## config.mk

```make
export PLATFORM = sky130hd
export DESIGN_NAME = fc_layer_engine
export DESIGN_NICKNAME = d
export VERILOG_FILES = /design/src/rtl/fc_layer_engine.sv
export SDC_FILE = /design/constraint.sdc
export NUM_CORES = 2
export LEC_CHECK = 0
export ABC_AREA = 0
export BUFFER_PORTS_ARGS = -buffer_cell sky130_fd_sc_hd__buf_2
export CAP_MARGIN = 20
export CORE_ASPECT_RATIO = 0.75
export CORE_MARGIN = 5
export CORE_UTILIZATION = 57
export DETAILED_ROUTE_END_ITERATION = 16
export HOLD_SLACK_MARGIN = 0.02
export PLACE_DENSITY_LB_ADDON = 0.12
export SLEW_MARGIN = 25
export SYNTH_ARGS = -nofsm -noshare
export SYNTH_HDL_FRONTEND = slang
export SYNTH_SLANG_ARGS = --single-unit
export TNS_END_PERCENT = 20
```

## constraint.sdc

```tcl
create_clock -name clk -period 8.95 [get_ports clk]
set_input_delay 2.2375 -clock clk [delete_from_list [all_inputs] [get_ports clk]]
set_output_delay 2.2375 -clock clk [all_outputs]
set_load 0.005 [all_outputs]
```

## src/rtl/fc_layer_engine.sv

```systemverilog
`default_nettype none
// fc_layer_engine: fully-connected layer y[j] = sat(sum_i W[j][i]*x[i] + b[j]) over one shared word memory.
// Optional macro FC_RELU_EN clamps negative outputs to zero at write-back.
module fc_layer_engine #(
  parameter int DATA_W   = 16,
  parameter int FRAC_W   = 8,
  parameter int N_IN     = 120,
  parameter int N_OUT    = 84,
  parameter int ADDR_W   = 14,
  parameter int IN_BASE  = 0,
  parameter int W_BASE   = 120,
  parameter int B_BASE   = 10200,
  parameter int OUT_BASE = 10284
) (
  input  logic              clk,
  input  logic              reset,
  input  logic              start,
  output logic              busy,
  output logic              done,
  output logic [ADDR_W-1:0] mem_addr,
  output logic              mem_rd_en,
  input  logic              mem_rd_valid,
  input  logic [DATA_W-1:0] mem_rd_data,
  output logic              mem_wr_en,
  output logic [DATA_W-1:0] mem_wr_data
);

  localparam int ACC_W = 2*DATA_W + $clog2(N_IN) + 1;
  localparam int IDX_W = (N_IN  > 1) ? $clog2(N_IN)  : 1;
  localparam int ROW_W = (N_OUT > 1) ? $clog2(N_OUT) : 1;
  localparam logic [IDX_W-1:0] IDX_LAST = IDX_W'(N_IN - 1);
  localparam logic [ROW_W-1:0] ROW_LAST = ROW_W'(N_OUT - 1);

  typedef enum logic [2:0] {
    S_IDLE     = 3'd0,
    S_LOAD_IN  = 3'd1,
    S_ROW_BIAS = 3'd2,
    S_ROW_MAC  = 3'd3,
    S_STORE    = 3'd4,
    S_FINISH   = 3'd5
  } state_t;

  state_t                    state_q, state_d;
  logic [IDX_W-1:0]          idx_q, idx_d;
  logic [ROW_W-1:0]          row_q, row_d;
  logic [ADDR_W-1:0]         w_addr_q, w_addr_d;
  logic signed [ACC_W-1:0]   acc_q, acc_d;
  logic                      pend_q, pend_d;
  logic signed [DATA_W-1:0]  x_buf_q [N_IN];
  logic signed [DATA_W-1:0]  x_buf_d [N_IN];

  logic signed [DATA_W-1:0]   rd_data_s;
  logic signed [2*DATA_W-1:0] prod;
  logic signed [ACC_W-1:0]    acc_shr;
  logic [DATA_W-1:0]          y_sat;
  logic [DATA_W-1:0]          y_out;
  logic                       rd_ok;

  assign rd_data_s = signed'(mem_rd_data);
  // Only a response to our own pending request is accepted.
  assign rd_ok     = pend_q && mem_rd_valid;

  // Output conversion: floor shift back to FRAC_W, then clamp to the word range.
  always_comb begin
    prod    = (2*DATA_W)'(x_buf_q[idx_q]) * (2*DATA_W)'(rd_data_s);
    acc_shr = acc_q >>> FRAC_W;
    if ((&acc_shr[ACC_W-1:DATA_W-1]) || ~(|acc_shr[ACC_W-1:DATA_W-1])) begin
      y_sat = acc_shr[DATA_W-1:0];
    end else if (acc_shr[ACC_W-1]) begin
      y_sat = {1'b1, {(DATA_W-1){1'b0}}};
    end else begin
      y_sat = {1'b0, {(DATA_W-1){1'b1}}};
    end
    y_out = y_sat;
`ifdef FC_RELU_EN
    if (y_sat[DATA_W-1]) begin
      y_out = '0;
    end
`endif
  end

  always_comb begin
    state_d     = state_q;
    idx_d       = idx_q;
    row_d       = row_q;
    w_addr_d    = w_addr_q;
    acc_d       = acc_q;
    pend_d      = pend_q;
    x_buf_d     = x_buf_q;
    busy        = 1'b0;
    done        = 1'b0;
    mem_rd_en   = 1'b0;
    mem_wr_en   = 1'b0;
    mem_addr    = '0;
    mem_wr_data = '0;

    case (state_q)
      S_IDLE: begin
        if (start) begin
          state_d  = S_LOAD_IN;
          idx_d    = '0;
          row_d    = '0;
          w_addr_d = ADDR_W'(W_BASE);
          acc_d    = '0;
          pend_d   = 1'b0;
        end
      end

      S_LOAD_IN: begin
        busy      = 1'b1;
        mem_addr  = ADDR_W'(IN_BASE) + ADDR_W'(idx_q);
        mem_rd_en = ~pend_q;
        if (!pend_q) begin
          pend_d = 1'b1;
        end
        if (rd_ok) begin
          pend_d         = 1'b0;
          x_buf_d[idx_q] = rd_data_s;
          if (idx_q == IDX_LAST) begin
            idx_d   = '0;
            state_d = S_ROW_BIAS;
          end else begin
            idx_d = idx_q + 1'b1;
          end
        end
      end

      S_ROW_BIAS: begin
        busy      = 1'b1;
        mem_addr  = ADDR_W'(B_BASE) + ADDR_W'(row_q);
        mem_rd_en = ~pend_q;
        if (!pend_q) begin
          pend_d = 1'b1;
        end
        if (rd_ok) begin
          pend_d  = 1'b0;
          acc_d   = ACC_W'(rd_data_s) <<< FRAC_W;
          state_d = S_ROW_MAC;
        end
      end

      S_ROW_MAC: begin
        busy      = 1'b1;
        mem_addr  = w_addr_q;
        mem_rd_en = ~pend_q;
        if (!pend_q) begin
          pend_d = 1'b1;
        end
        if (rd_ok) begin
          pend_d   = 1'b0;
          acc_d    = acc_q + ACC_W'(prod);
          w_addr_d = w_addr_q + 1'b1;
          if (idx_q == IDX_LAST) begin
            idx_d   = '0;
            state_d = S_STORE;
          end else begin
            idx_d = idx_q + 1'b1;
          end
        end
      end

      S_STORE: begin
        busy        = 1'b1;
        mem_wr_en   = 1'b1;
        mem_addr    = ADDR_W'(OUT_BASE) + ADDR_W'(row_q);
        mem_wr_data = y_out;
        if (row_q == ROW_LAST) begin
          row_d   = '0;
          state_d = S_FINISH;
        end else begin
          row_d   = row_q + 1'b1;
          state_d = S_ROW_BIAS;
        end
      end

      S_FINISH: begin
        busy    = 1'b1;
        done    = 1'b1;
        state_d = S_IDLE;
      end

      default: begin
        state_d = S_IDLE;
      end
    endcase
  end

  always_ff @(posedge clk) begin
    if (reset) begin
      state_q  <= S_IDLE;
      idx_q    <= '0;
      row_q    <= '0;
      w_addr_q <= '0;
      acc_q    <= '0;
      pend_q   <= 1'b0;
    end else begin
      state_q  <= state_d;
      idx_q    <= idx_d;
      row_q    <= row_d;
      w_addr_q <= w_addr_d;
      acc_q    <= acc_d;
      pend_q   <= pend_d;
    end
  end

  // Input buffer needs no reset: every entry is rewritten before first use.
  always_ff @(posedge clk) begin
    x_buf_q <= x_buf_d;
  end

endmodule
`default_nettype wire

```

Word-level counts from Yosys, hierarchy flattened
Cells that the tools add are included.
Widths: inputs -> output; s select.

word-level totals
  logic and storage cells = 211
  flip-flop bits (word level) = 1992
  bits of input ports = 20
  output and inout port bits = 34

operators by class
  equal/unequal tests = 14
  bitwise operators = 3
  $lt $le $gt $ge = 2
  muxes and demuxes = 38
  multipliers = 1
  add/sub/neg operators = 6
  reduce and logical (&&, ||, !) cells = 21

operator list
  cell                   number
  $bwmux 1920            1
  $mux 40                3
  $pmux 40 s3            1
  $bmux 16 s7            1
  $demux 16 s7           1
  $mux 16                6
  $pmux 14 s4            1
  $add 40x32->40         1
  $mul 16x16->32         1
  $add 14x7->14 const A  2
  $mux 14                2
  $mux 7                 4
  $pmux 14 s2            1
  $pmux 7 s2             2
  $mux 3                 7
  $reduce_and 17->1      1
  $reduce_or 17->1       1
  $pmux 3 s5             1
  $add 14x1->14 const B  1
  $add 7x1->7 const B    2
  $eq 7x7->1 const B     2
  $ne 2x2->1 const B     6
  $ge 8x8->1 const B     1
  $lt 8x1->1 const B     1
  other kinds (20)       35

Longest topological paths before layout
  depth after elaboration = 8
  depth in mapped cells = 39
  gate-level depth less buffers = 31

Least setup slack after synthesis
No wires, ideal clock.

  path type = register to register
  start = reg idx_q[1]
  end = reg acc_q[39]
  stages on the path, launching flop included = 31
  data required time = 8.838 ns
  path buffers = 5
  path slack = 0.634 ns
  data arrival time = 8.204 ns
  cells stage by stage = dfxtp_1 -> buf_6 -> buf_8 -> buf_8 -> buf_6 -> buf_6 -> mux4_2 -> a221o_1 -> mux4_2 -> a221o_1 -> and2_1 -> fa_1 -> inv_1 -> fa_1 -> fa_1 -> fa_1 -> inv_1 -> fa_1 -> inv_1 -> fa_1 -> inv_1 -> ha_1 -> and3_1 -> o211a_1 -> a211oi_1 -> a211oi_1 -> nand3b_1 -> a211oi_1 -> a21oi_1 -> xnor2_1 -> a2111oi_1

on the way
  cells in the longest elaborated chain, start to end = 8

ends and longest elaborated chain
  element                                     line  RTL
  start, declared                             44    logic [IDX_W-1:0] idx_q, idx_d;
  start signal, assigned                      198   idx_q <= idx_d;
  $not 7->8 (implied by the code)             65    prod = (2*DATA_W)'(x_buf_q[idx_q]) * (2*DATA_W)'(rd_data_s);
  $bmux 16 s7                                 65
  $mux 16 (implied by the code) (2 in a row)  65
  $mul 16x16->32                              65
  $add 40x32->40                              151   acc_d = acc_q + ACC_W'(prod);
  $mux 40                                     149   if (rd_ok) begin
  $pmux 40 s3                                 97    case (state_q)
  end signal, assigned                        194   acc_q <= '0;
  end signal, assigned                        201   acc_q <= acc_d;
  end, declared                               47    logic signed [ACC_W-1:0] acc_q, acc_d;

Every way passes these cells. The select of a mux whose other input is x is not followed.
A chain may end at the register's enable or synchronous reset.

Worst setup path in the final report
  start = reg idx_q[2]
  end = reg acc_q[31]

Same word-level chain as after synthesis.

==> impl_results.md <==
- Total grt overflow: 0
- Initial Utilization: 0.575
- Post-synth EDFFs: 1920
- Failing checks: negative setup slack
- Share of cells above drive strength 1: 0.218
- WL/cell: 33.1 um
- Syn Inst Count: 5683
- Syn-to-layout area delta: 17.1%
- Largest net degree at the start of global routing: 107
- CP max-delay cell: o2111ai_1
- CTS Buf Count: 183
- Worst Max-Slew Pin Slew: 1.23 ns
- Register area share after synthesis: 0.673
- Minimum clock period: 9.01 ns
- Met2 Routed Length: 117000 um
- Hold-fix buffers at CTS: 0
- Setup TNS: -0.0820 ns
- Final antenna-violating net count: 0
- Skew final: 0.0433 ns
- Layout Nets: 6867
- Top post-synthesis cells by count: 1920 x edfxtp_1, 386 x inv_1, 367 x a22oi_1, 330 x fa_1, 301 x nor2_1
- Later-pin clock latency in the skew report: 0.83 ns
- Yosys top cell by area: edfxtp_1
- Place WS: -0.491 ns
- Synthesized Nets: 6158
- Syn_area_per_cell: 15.5 um2
- Synth top area share: 0.656
- Vias in the first global route: 55.3k
- Most common cell in the netlist: edfxtp_1
- CP endpoint kind: flip-flop
- DRT Wirelength: 284000 um
- H-Tree Depth: 4
- Mapped Area: 87800 um2
- Unrepaired setup endpoints after global routing: yes
- Die area: 162000 um2
- Synth Flop Type: edfxtp_1
- Slowest stage delay, CP: 0.64 ns
- I/O pin total: 54
- Final Hold Fails: 0
- Clock root buffer: clkbuf_16
- Crit Path Max Fanout: 17
- Run status: complete, but fails checks
- F_max: 111 MHz
- Gr usage total: 0.348
- Crit start category: flip-flop
- # setup viols final: 3
- CTS max path bufs: 3
- Starting DRT DRC Count: 9575
- Dpl hpwl: 190000 um
- Setup WS post-layout: -0.0609 ns
- Row count: 124
- Placer Congestion: 0.971
- Crit path kind: flip-flop to flip-flop
- Number of port buffers: 53
- Final Non-Filler Cells: 8564
- Crit path top cell by count: buf_4
- Vias/cell: 6.71
- DR vias: 57.4k
- Worst Path Required: 9.66 ns
- #FFs+latches synth: 1992
- R2r setup slk: -0.06 ns
- Placeable Area: 153000 um2
- Max-slew violations: 0
- Drt drc: 0
- Netlist cell types: 85
- Initial antenna violation count: 22
- Filler instances: 10.5k
- CTS tree: yes
- Final Hold Slack: 0.493 ns
- Max Cap Violations: 0
- Met3 wire length: 46800 um
- Global-route wire length before repair: 405000 um
- Relative slew slack: 0.174
- Ys async rst share: 0
- Top post-synthesis cells by area: edfxtp_1 66%, fa_1 7.5%, a22oi_1 3.1%, a221oi_1 2.5%, ha_1 1.8%
- Crit path DAT: 9.72 ns
- First-pass DRT Iterations: 8
- Die H: 350 um
- Period utilization: 1.01
- Clock sink count: 1992
- Die X: 463 um
- Clock-pin slew on the worst setup and hold paths: 0.07 ns
- YS warnings: 0
- Met1 WL: 112000 um
- Post-placement cell count: 8192
- Highest Signal Layer: met5
- Min-delay worst type: flip-flop to flip-flop
metal layers:
metal | GRT usage | up-vias
li1 | - | 23411
met1 | 0.524 | 29114
met2 | 0.472 | 4385
met3 | 0.137 | 525
met4 | 0.0973 | 8
met5 | 0 | -
cell families after synthesis:
family	count (synthesis)	synth area share
flops	1992	0.673
xor+xnor	50	0.00499
mux	194	0.0271
buf+inv	733	0.0375
fa+ha+maj	455	0.0930
simple gates	879	0.0481
compound gates	1380	0.116
path summary, 6_finish.rpt:
kind,startpoint,endpoint,cells after the start
worst min register to register,acc_q[21],acc_q[21],2
worst max-delay path,idx_q[2],acc_q[31],35
worst max register to register,idx_q[2],acc_q[31],35
worst min-delay path,acc_q[21],acc_q[21],2
worst max-delay path, delay by kind of cell, from the launching register on:
kind	cells	cell delay [ns]
flip-flops	1	0.44
adder cells (fa/ha/maj)	7	3.35
AND/OR/NAND/NOR	6	1.10
XOR/XNOR	1	0.14
buffers and inverters	14	1.89
AO/OA/AOI/OAI	7	1.96
placed cells by master (no fill, tap or decap), types with 27 or more instances in the layout:
master and count:
a31oi_1 117, clkbuf_1 37, nor2b_1 45, inv_1 377
mux2i_1 74, clkinv_2 35, buf_2 37, xnor2_1 27
nor2_1 285, fa_1 326, o21ai_0 107, buf_12 70
a22o_1 134, a22oi_1 365, a21oi_1 151, clkbuf_16 185
edfxtp_1 1920, ha_1 118, dfxtp_1 67, nand3_1 30
nor3_1 37, and2_1 106, buf_4 742, nand2_1 194
mux2_2 93, nand4_1 29, nand2b_1 38, clkinv_1 30
a221oi_1 227
metrics by stage:
| step | cell area, um2 | utilization |
|---|---|---|
| floorplan | 87800 | - |
| global placement | 95700 | 0.626 |
| detailed placement | 95700 | 0.626 |
| CTS | 102000 | 0.667 |
| global route | 103000 | 0.673 |
| finish | 103000 | 0.673 |
flip-flops by register name, indices dropped and copies added, names as in the netlist:
| signal | cells |
|---|---|
| idx_q | 7 |
| w_addr_q | 14 |
| acc_q | 40 |
| x_buf_q | 1920 |
| pend_q | 1 |
| state_q | 3 |
| row_q | 7 |
area by class of cell:
| cell class | instances | area [um2] | share of cell area |
|---|---|---|---|
| timing repair buffer | 869 | 7470 | 0.0726 |
| tap | 2016 | 2520 | 0.0245 |
| clock inverter | 112 | 1210 | 0.0117 |
| antenna | 8 | 20.0 | 0.000195 |
| inverter | 388 | 1460 | 0.0142 |
| sequential | 1992 | 59100 | 0.575 |
| multi-input combinational | 2958 | 26300 | 0.256 |
| clock buffer | 221 | 4740 | 0.0461 |
what timing repair did:
| action | CTS | global route |
|---|---|---|
| endpoints found under the setup margin | 14 | 23 |
| pin swaps | 8 | 57 |
| resized for setup | 57 | 128 |
| setup buffers | 8 | 24 |
| endpoints found under the hold margin | 0 | 0 |
| gates cloned | 0 | 0 |
Power is not shown: default switching activity piles up to over one toggle a cycle in this logic, so the estimate is an artifact.
